<file path="src/rtl/mpu_reg_port_arbiter.sv">
// mpu_reg_port_arbiter
// Arbitrates the matrix register file's single write port (load unit vs.
// result collector) and single read port (store unit vs. multiply
// dispatcher). Each port has a round-robin FSM that holds a grant for the
// whole transaction. A read-after-write address hazard check gates new read
// grants. A hold-time watchdog forces a release when an owner keeps its
// request high for too long.
module mpu_reg_port_arbiter #(
    parameter int ADDR_W   = 3,
    parameter int MAX_HOLD = 1024
) (
    input  logic              clk,
    input  logic              rst,
    input  logic              reg_load_req,
    input  logic [ADDR_W-1:0] reg_load_addr,
    input  logic              reg_collector_req,
    input  logic [ADDR_W-1:0] reg_dest_addr,
    input  logic              reg_store_req,
    input  logic [ADDR_W-1:0] reg_store_addr,
    input  logic              reg_disp_req,
    input  logic [ADDR_W-1:0] reg_src_addr_0,
    input  logic [ADDR_W-1:0] reg_src_addr_1,
    output logic              reg_load_gnt,
    output logic              reg_collector_gnt,
    output logic              reg_store_gnt,
    output logic              reg_disp_gnt,
    output logic              wr_sel,
    output logic              rd_sel,
    output logic              arb_timeout
);

    // Hold counter wide enough to reach MAX_HOLD. A MAX_HOLD of 0 turns the watchdog off.
    localparam int              CNT_W   = (MAX_HOLD < 2) ? 1 : $clog2(MAX_HOLD + 1);
    localparam logic [CNT_W-1:0] MAX_CNT = CNT_W'(MAX_HOLD);
    localparam logic            WD_EN   = (MAX_HOLD != 0);
    localparam logic [CNT_W-1:0] CNT_ONE = CNT_W'(1);

    typedef enum logic [1:0] {
        W_IDLE = 2'd0,
        W_LOAD = 2'd1,
        W_COLL = 2'd2
    } w_state_t;

    typedef enum logic [1:0] {
        R_IDLE  = 2'd0,
        R_STORE = 2'd1,
        R_DISP  = 2'd2
    } r_state_t;

    // ------------------------------------------------------------------
    // State and registered outputs
    // ------------------------------------------------------------------
    w_state_t          w_state_q, w_state_d;
    r_state_t          r_state_q, r_state_d;
    logic              w_last_coll_q;   // 1: collector served last, so load is favoured next
    logic              r_last_disp_q;   // 1: dispatcher served last, so store is favoured next
    logic [CNT_W-1:0]  w_cnt_q;
    logic [CNT_W-1:0]  r_cnt_q;
    logic [ADDR_W-1:0] wr_addr_q;
    logic              load_lock_q, coll_lock_q, store_lock_q, disp_lock_q;
    logic              load_gnt_q, coll_gnt_q, store_gnt_q, disp_gnt_q;
    logic              wr_sel_q, rd_sel_q, arb_timeout_q;

    // Combinational eligibility and decisions
    logic load_elig, coll_elig, store_elig, disp_elig;
    logic w_own, store_hazard, disp_hazard;
    logic w_hold_max, r_hold_max;
    logic w_to, r_to;

    // Eligibility: a locked-out requester waits for its request to drop,
    // and a read may not start on a register that the current write owner targets.
    always_comb begin
        w_own        = (w_state_q != W_IDLE);
        store_hazard = w_own && (wr_addr_q == reg_store_addr);
        disp_hazard  = w_own && ((wr_addr_q == reg_src_addr_0) ||
                                 (wr_addr_q == reg_src_addr_1));
        load_elig    = reg_load_req      && !load_lock_q;
        coll_elig    = reg_collector_req && !coll_lock_q;
        store_elig   = reg_store_req     && !store_lock_q && !store_hazard;
        disp_elig    = reg_disp_req      && !disp_lock_q  && !disp_hazard;
        w_hold_max   = WD_EN && (w_cnt_q == MAX_CNT);
        r_hold_max   = WD_EN && (r_cnt_q == MAX_CNT);
    end

    // Write-port next state: round-robin from idle, hold while requested,
    // hand over directly on release, and force a release on watchdog expiry.
    always_comb begin
        w_state_d = w_state_q;
        w_to      = 1'b0;
        case (w_state_q)
            W_IDLE: begin
                if (load_elig && coll_elig) begin
                    w_state_d = w_last_coll_q ? W_LOAD : W_COLL;
                end else if (load_elig) begin
                    w_state_d = W_LOAD;
                end else if (coll_elig) begin
                    w_state_d = W_COLL;
                end else begin
                    w_state_d = W_IDLE;
                end
            end
            W_LOAD: begin
                if (!reg_load_req) begin
                    w_state_d = coll_elig ? W_COLL : W_IDLE;
                end else if (w_hold_max) begin
                    w_to      = 1'b1;
                    w_state_d = coll_elig ? W_COLL : W_IDLE;
                end else begin
                    w_state_d = W_LOAD;
                end
            end
            W_COLL: begin
                if (!reg_collector_req) begin
                    w_state_d = load_elig ? W_LOAD : W_IDLE;
                end else if (w_hold_max) begin
                    w_to      = 1'b1;
                    w_state_d = load_elig ? W_LOAD : W_IDLE;
                end else begin
                    w_state_d = W_COLL;
                end
            end
            default: begin
                w_state_d = W_IDLE;
            end
        endcase
    end

    // Read-port next state: same policy as the write port, with hazard-gated eligibility.
    always_comb begin
        r_state_d = r_state_q;
        r_to      = 1'b0;
        case (r_state_q)
            R_IDLE: begin
                if (store_elig && disp_elig) begin
                    r_state_d = r_last_disp_q ? R_STORE : R_DISP;
                end else if (store_elig) begin
                    r_state_d = R_STORE;
                end else if (disp_elig) begin
                    r_state_d = R_DISP;
                end else begin
                    r_state_d = R_IDLE;
                end
            end
            R_STORE: begin
                if (!reg_store_req) begin
                    r_state_d = disp_elig ? R_DISP : R_IDLE;
                end else if (r_hold_max) begin
                    r_to      = 1'b1;
                    r_state_d = disp_elig ? R_DISP : R_IDLE;
                end else begin
                    r_state_d = R_STORE;
                end
            end
            R_DISP: begin
                if (!reg_disp_req) begin
                    r_state_d = store_elig ? R_STORE : R_IDLE;
                end else if (r_hold_max) begin
                    r_to      = 1'b1;
                    r_state_d = store_elig ? R_STORE : R_IDLE;
                end else begin
                    r_state_d = R_DISP;
                end
            end
            default: begin
                r_state_d = R_IDLE;
            end
        endcase
    end

    // Write-port FSM register: state, RR pointer, hold counter, latched address, lockouts and grants.
    always_ff @(posedge clk) begin
        if (rst) begin
            w_state_q     <= W_IDLE;
            w_last_coll_q <= 1'b1;
            w_cnt_q       <= {CNT_W{1'b0}};
            wr_addr_q     <= {ADDR_W{1'b0}};
            load_lock_q   <= 1'b0;
            coll_lock_q   <= 1'b0;
            load_gnt_q    <= 1'b0;
            coll_gnt_q    <= 1'b0;
            wr_sel_q      <= 1'b0;
        end else begin
            w_state_q <= w_state_d;
            if (w_state_d != w_state_q) begin
                if (w_state_d == W_LOAD) begin
                    w_cnt_q       <= CNT_ONE;
                    wr_addr_q     <= reg_load_addr;
                    w_last_coll_q <= 1'b0;
                end else if (w_state_d == W_COLL) begin
                    w_cnt_q       <= CNT_ONE;
                    wr_addr_q     <= reg_dest_addr;
                    w_last_coll_q <= 1'b1;
                end else begin
                    w_cnt_q <= {CNT_W{1'b0}};
                end
            end else if (WD_EN && w_own && (w_cnt_q != MAX_CNT)) begin
                w_cnt_q <= w_cnt_q + CNT_ONE;
            end else begin
                w_cnt_q <= w_cnt_q;
            end
            if (w_to && (w_state_q == W_LOAD)) begin
                load_lock_q <= 1'b1;
            end else if (!reg_load_req) begin
                load_lock_q <= 1'b0;
            end else begin
                load_lock_q <= load_lock_q;
            end
            if (w_to && (w_state_q == W_COLL)) begin
                coll_lock_q <= 1'b1;
            end else if (!reg_collector_req) begin
                coll_lock_q <= 1'b0;
            end else begin
                coll_lock_q <= coll_lock_q;
            end
            load_gnt_q <= (w_state_d == W_LOAD);
            coll_gnt_q <= (w_state_d == W_COLL);
            wr_sel_q   <= (w_state_d == W_COLL);
        end
    end

    // Read-port FSM register: state, RR pointer, hold counter, lockouts and grants.
    always_ff @(posedge clk) begin
        if (rst) begin
            r_state_q     <= R_IDLE;
            r_last_disp_q <= 1'b1;
            r_cnt_q       <= {CNT_W{1'b0}};
            store_lock_q  <= 1'b0;
            disp_lock_q   <= 1'b0;
            store_gnt_q   <= 1'b0;
            disp_gnt_q    <= 1'b0;
            rd_sel_q      <= 1'b0;
        end else begin
            r_state_q <= r_state_d;
            if (r_state_d != r_state_q) begin
                if (r_state_d == R_STORE) begin
                    r_cnt_q       <= CNT_ONE;
                    r_last_disp_q <= 1'b0;
                end else if (r_state_d == R_DISP) begin
                    r_cnt_q       <= CNT_ONE;
                    r_last_disp_q <= 1'b1;
                end else begin
                    r_cnt_q <= {CNT_W{1'b0}};
                end
            end else if (WD_EN && (r_state_q != R_IDLE) && (r_cnt_q != MAX_CNT)) begin
                r_cnt_q <= r_cnt_q + CNT_ONE;
            end else begin
                r_cnt_q <= r_cnt_q;
            end
            if (r_to && (r_state_q == R_STORE)) begin
                store_lock_q <= 1'b1;
            end else if (!reg_store_req) begin
                store_lock_q <= 1'b0;
            end else begin
                store_lock_q <= store_lock_q;
            end
            if (r_to && (r_state_q == R_DISP)) begin
                disp_lock_q <= 1'b1;
            end else if (!reg_disp_req) begin
                disp_lock_q <= 1'b0;
            end else begin
                disp_lock_q <= disp_lock_q;
            end
            store_gnt_q <= (r_state_d == R_STORE);
            disp_gnt_q  <= (r_state_d == R_DISP);
            rd_sel_q    <= (r_state_d == R_DISP);
        end
    end

    // Timeout pulse: one cycle, shared by both ports so simultaneous expiries give a single pulse.
    always_ff @(posedge clk) begin
        if (rst) begin
            arb_timeout_q <= 1'b0;
        end else begin
            arb_timeout_q <= w_to || r_to;
        end
    end

    assign reg_load_gnt      = load_gnt_q;
    assign reg_collector_gnt = coll_gnt_q;
    assign reg_store_gnt     = store_gnt_q;
    assign reg_disp_gnt      = disp_gnt_q;
    assign wr_sel            = wr_sel_q;
    assign rd_sel            = rd_sel_q;
    assign arb_timeout       = arb_timeout_q;

endmodule
</file>
<file path="config.mk">
export PLATFORM = sky130hd
export DESIGN_NAME = mpu_reg_port_arbiter
export DESIGN_NICKNAME = d
export VERILOG_FILES = /design/src/rtl/mpu_reg_port_arbiter.sv
export SDC_FILE = /design/constraint.sdc
export NUM_CORES = 1
export LEC_CHECK = 0
export BUFFER_PORTS_ARGS = -buffer_cell sky130_fd_sc_hd__buf_2
export CORE_UTILIZATION = 40
export CTS_BUF_LIST = sky130_fd_sc_hd__clkbuf_2 sky130_fd_sc_hd__clkbuf_4 sky130_fd_sc_hd__clkbuf_8
export DETAILED_ROUTE_END_ITERATION = 10
export PLACE_DENSITY_LB_ADDON = 0.2
export SLEW_MARGIN = 30
export SYNTH_ARGS = -nofsm -noshare
export SYNTH_HDL_FRONTEND = slang
export SYNTH_SLANG_ARGS = --single-unit
</file>
<file path="constraint.sdc">
create_clock -name clk -period 6.5 [get_ports clk]
set_clock_uncertainty 0.2 [all_clocks]
set_input_delay 0.325 -clock clk [delete_from_list [all_inputs] [get_ports clk]]
set_output_delay 0.325 -clock clk [all_outputs]
set_load 0.01 [all_outputs]
</file>
==> results_dict.tcl <==
set metrics [dict create \
    clockBufferDepth 2 \
    finalNonFillerCells 380 \
    ys_seq_area_frac 0.331 \
    avgSynthCellArea_um2 8.61 \
    drv_slew 0 \
    synthTopCellsByArea "dfxtp_1 33%, ha_1 8.3%, xor2_1 5.8%" \
    path_max_fanout 8 \
    port_buffers 27 \
    dp_hpwl_mm 3.82 \
    dpl_worst_slack_ns 3.39 \
    die_y_um 79.8 \
    dieWidth_um 79.8 \
    cts_setup_buffers 0 \
    hold_viol 0 \
    mostFrequentLayoutCell "dfxtp_1" \
    reg2reg_slack_ns 3.36 \
    grt_remaining_overflow 0 \
    setup_viol 0 \
    synthDistinctLibCells 58 \
    cap_viol_max_count 0 \
    syn-num-nets 318 \
    cts_tree "done" \
    holdBufCountCts 0 \
    placementRows 27 \
    synth.cell_area_um2 2420 \
    power_density_nw_per_um2 247 \
    antenna_found_initial 0 \
    routed_wl_mm 5.16 \
    r2r_cells 10 \
    ir_drop_uv 106 \
    grt_max_degree 31 \
    core_um2 5680 \
    area_delta_synth_final_pct 11.5 \
    drt-initial-drc-count 130 \
    status "completed" \
    grt_pass1_vias 1848 \
    viasPerCell 5.34 \
    crit_path_end_kind "register" \
    dp.cells 372 \
    synth_top_cell_area_share 0.331 \
    final_antenna_net_count 0 \
    path_class "register to register" \
    cp.arrival_ns 3.14 \
    finalPower_uw 665 \
    drc 0 \
    cts.reportedPaths.clkPinSlew_ns 0.08 \
    htreeDepth 2 \
    finalCriticalPeriod_ns 3.14 \
    r2r_end "r_last_disp_q" \
    via_count 2029 \
    whs_ns 0.115 \
    dieArea_um2 6360 \
    pin_count 28 \
    antenna_cells 0 \
    worstSkewPairLatency_ns 0.30 \
    finalCritPeriodShare 0.484 \
    yosys_warnings 0 \
    yosysTopAreaCell "dfxtp_1" \
    r2r-start "w_state_q[0]" \
    fin_setup_tns_ns 0 \
    mostFrequentLayoutCells "40 x dfxtp_1, 27 x buf_2, 25 x nor2_1" \
    clock_sink_count 40 \
    critPathLaunchType "register" \
    dr.pass1.iters 6 \
    startpoint "w_state_q[0]" \
    place.gp.congestion 0.806 \
    initial_core_util 0.426 \
    wl_per_cell_um 13.6 \
    synthFlopType "dfxtp_1" \
    async_reset_ff_frac 0 \
    cts.repair.resized 0 \
    layout-drive-gt1-share 0.162 \
    track_usage 0.177 \
    relSlewSlack 0.584 \
    fin_nets 344 \
    worst_pin_slew_ns 0.606 \
    synth-edff-count 0 \
    synthCells 281 \
    hp-class "input pin to register" \
    yosys_register_bits 40 \
    rsz0062_at_grt "false" \
    fmax_mhz 318 \
    power.leakage_nw 1.09 \
    grt_pass1_wl_mm 8.79 \
    cts_made_buffers 5 \
    cp.required_ns 6.50 \
    crit_end "r_last_disp_q" \
    timing.final.ws_setup_ns 3.36 \
    clock-root-buffer "clkbuf_8" \
]
==> metrics by stage <==
stage / cell area (µm²) / util
2_1_floorplan: 2420 / -
3_3_place_gp: 2610 / 0.459
3_5_place_dp: 2610 / 0.459
4_1_cts: 2700 / 0.475
5_1_grt: 2700 / 0.475
6_report: 2700 / 0.475
==> registers in the layout, indices dropped and copies added (netlist names) <==
register,flops
r_last_disp_q,1
r_cnt_q,11
wr_sel,1
disp_lock_q,1
store_lock_q,1
reg_store_gnt,1
w_cnt_q,11
w_last_coll_q,1
load_lock_q,1
rd_sel,1
arb_timeout,1
wr_addr_q,3
w_state_q,2
reg_load_gnt,1
r_state_q,2
coll_lock_q,1
==> cells by family after synthesis <==
kind of cell,Yosys count,synth area share
AO/OA/AOI/OAI,48,0.148
flip-flops,40,0.331
multiplexers,6,0.0253
XOR/XNOR,27,0.101
AND/OR/NAND/NOR,118,0.267
buffers and inverters,26,0.0445
adder cells (fa/ha/maj),16,0.0827
==> per-layer routing <==
metal,vias up,share of wire,GRT usage
met1,925,0.51,0.244
met4,0,0.0072,0.0482
met2,46,0.44,0.279
met3,5,0.046,0.0343
met5,-,0,0
li1,1053,-,-
==> layout make-up <==
cell class                 count  area, µm²
fill                         581       2980
multi-input combinational    215       1510
sequential                    40        801
timing repair buffer          27        135
tap                           72       90.1
clock buffer                   6       82.6
inverter                      18       67.6
clock inverter                 2       10.0
==> cell usage after synthesis, drive strengths merged, types with 5 or more instances <==
master / count
o21ai: 5
xor2: 16
nor2b: 8
xnor2: 11
nor2: 25
inv: 18
nand4: 13
nand2: 22
mux2i: 5
nand3: 12
dfxtp: 40
ha: 16
nor3: 14
a21oi: 17
==> worst min-delay path by stage <==
stage | startpoint | to | slack [ns] | depth (start not counted)
after floorplan | disp_lock_q | disp_lock_q | 0.24 | 2
after global placement | disp_lock_q | disp_lock_q | 0.25 | 2
after detailed placement | disp_lock_q | disp_lock_q | 0.25 | 2
after CTS | reg_disp_req | disp_lock_q | 0.11 | 3
after global routing | reg_store_req | store_lock_q | 0.11 | 3
final | reg_disp_req | disp_lock_q | 0.12 | 3
==> critical path, cell delays in order, from the launching register on <==
cell,delay (ns)
dfxtp_1,0.48
inv_1,0.12
ha_1,0.31
o41ai_1,0.50
and4bb_1,0.29
o31ai_4,0.28
inv_1,0.08
ha_1,0.27
inv_1,0.05
o32a_1,0.33
o211a_1,0.12
==> report_power, final <==
| part | leakage, nW | internal, mW | switching [mW] |
|---|---|---|---|
| logic | 0.718 | 0.0830 | 0.122 |
| clock network | 0.0510 | 0.0848 | 0.0906 |
| registers | 0.325 | 0.264 | 0.0216 |
Power figures use the tool's default switching activity.
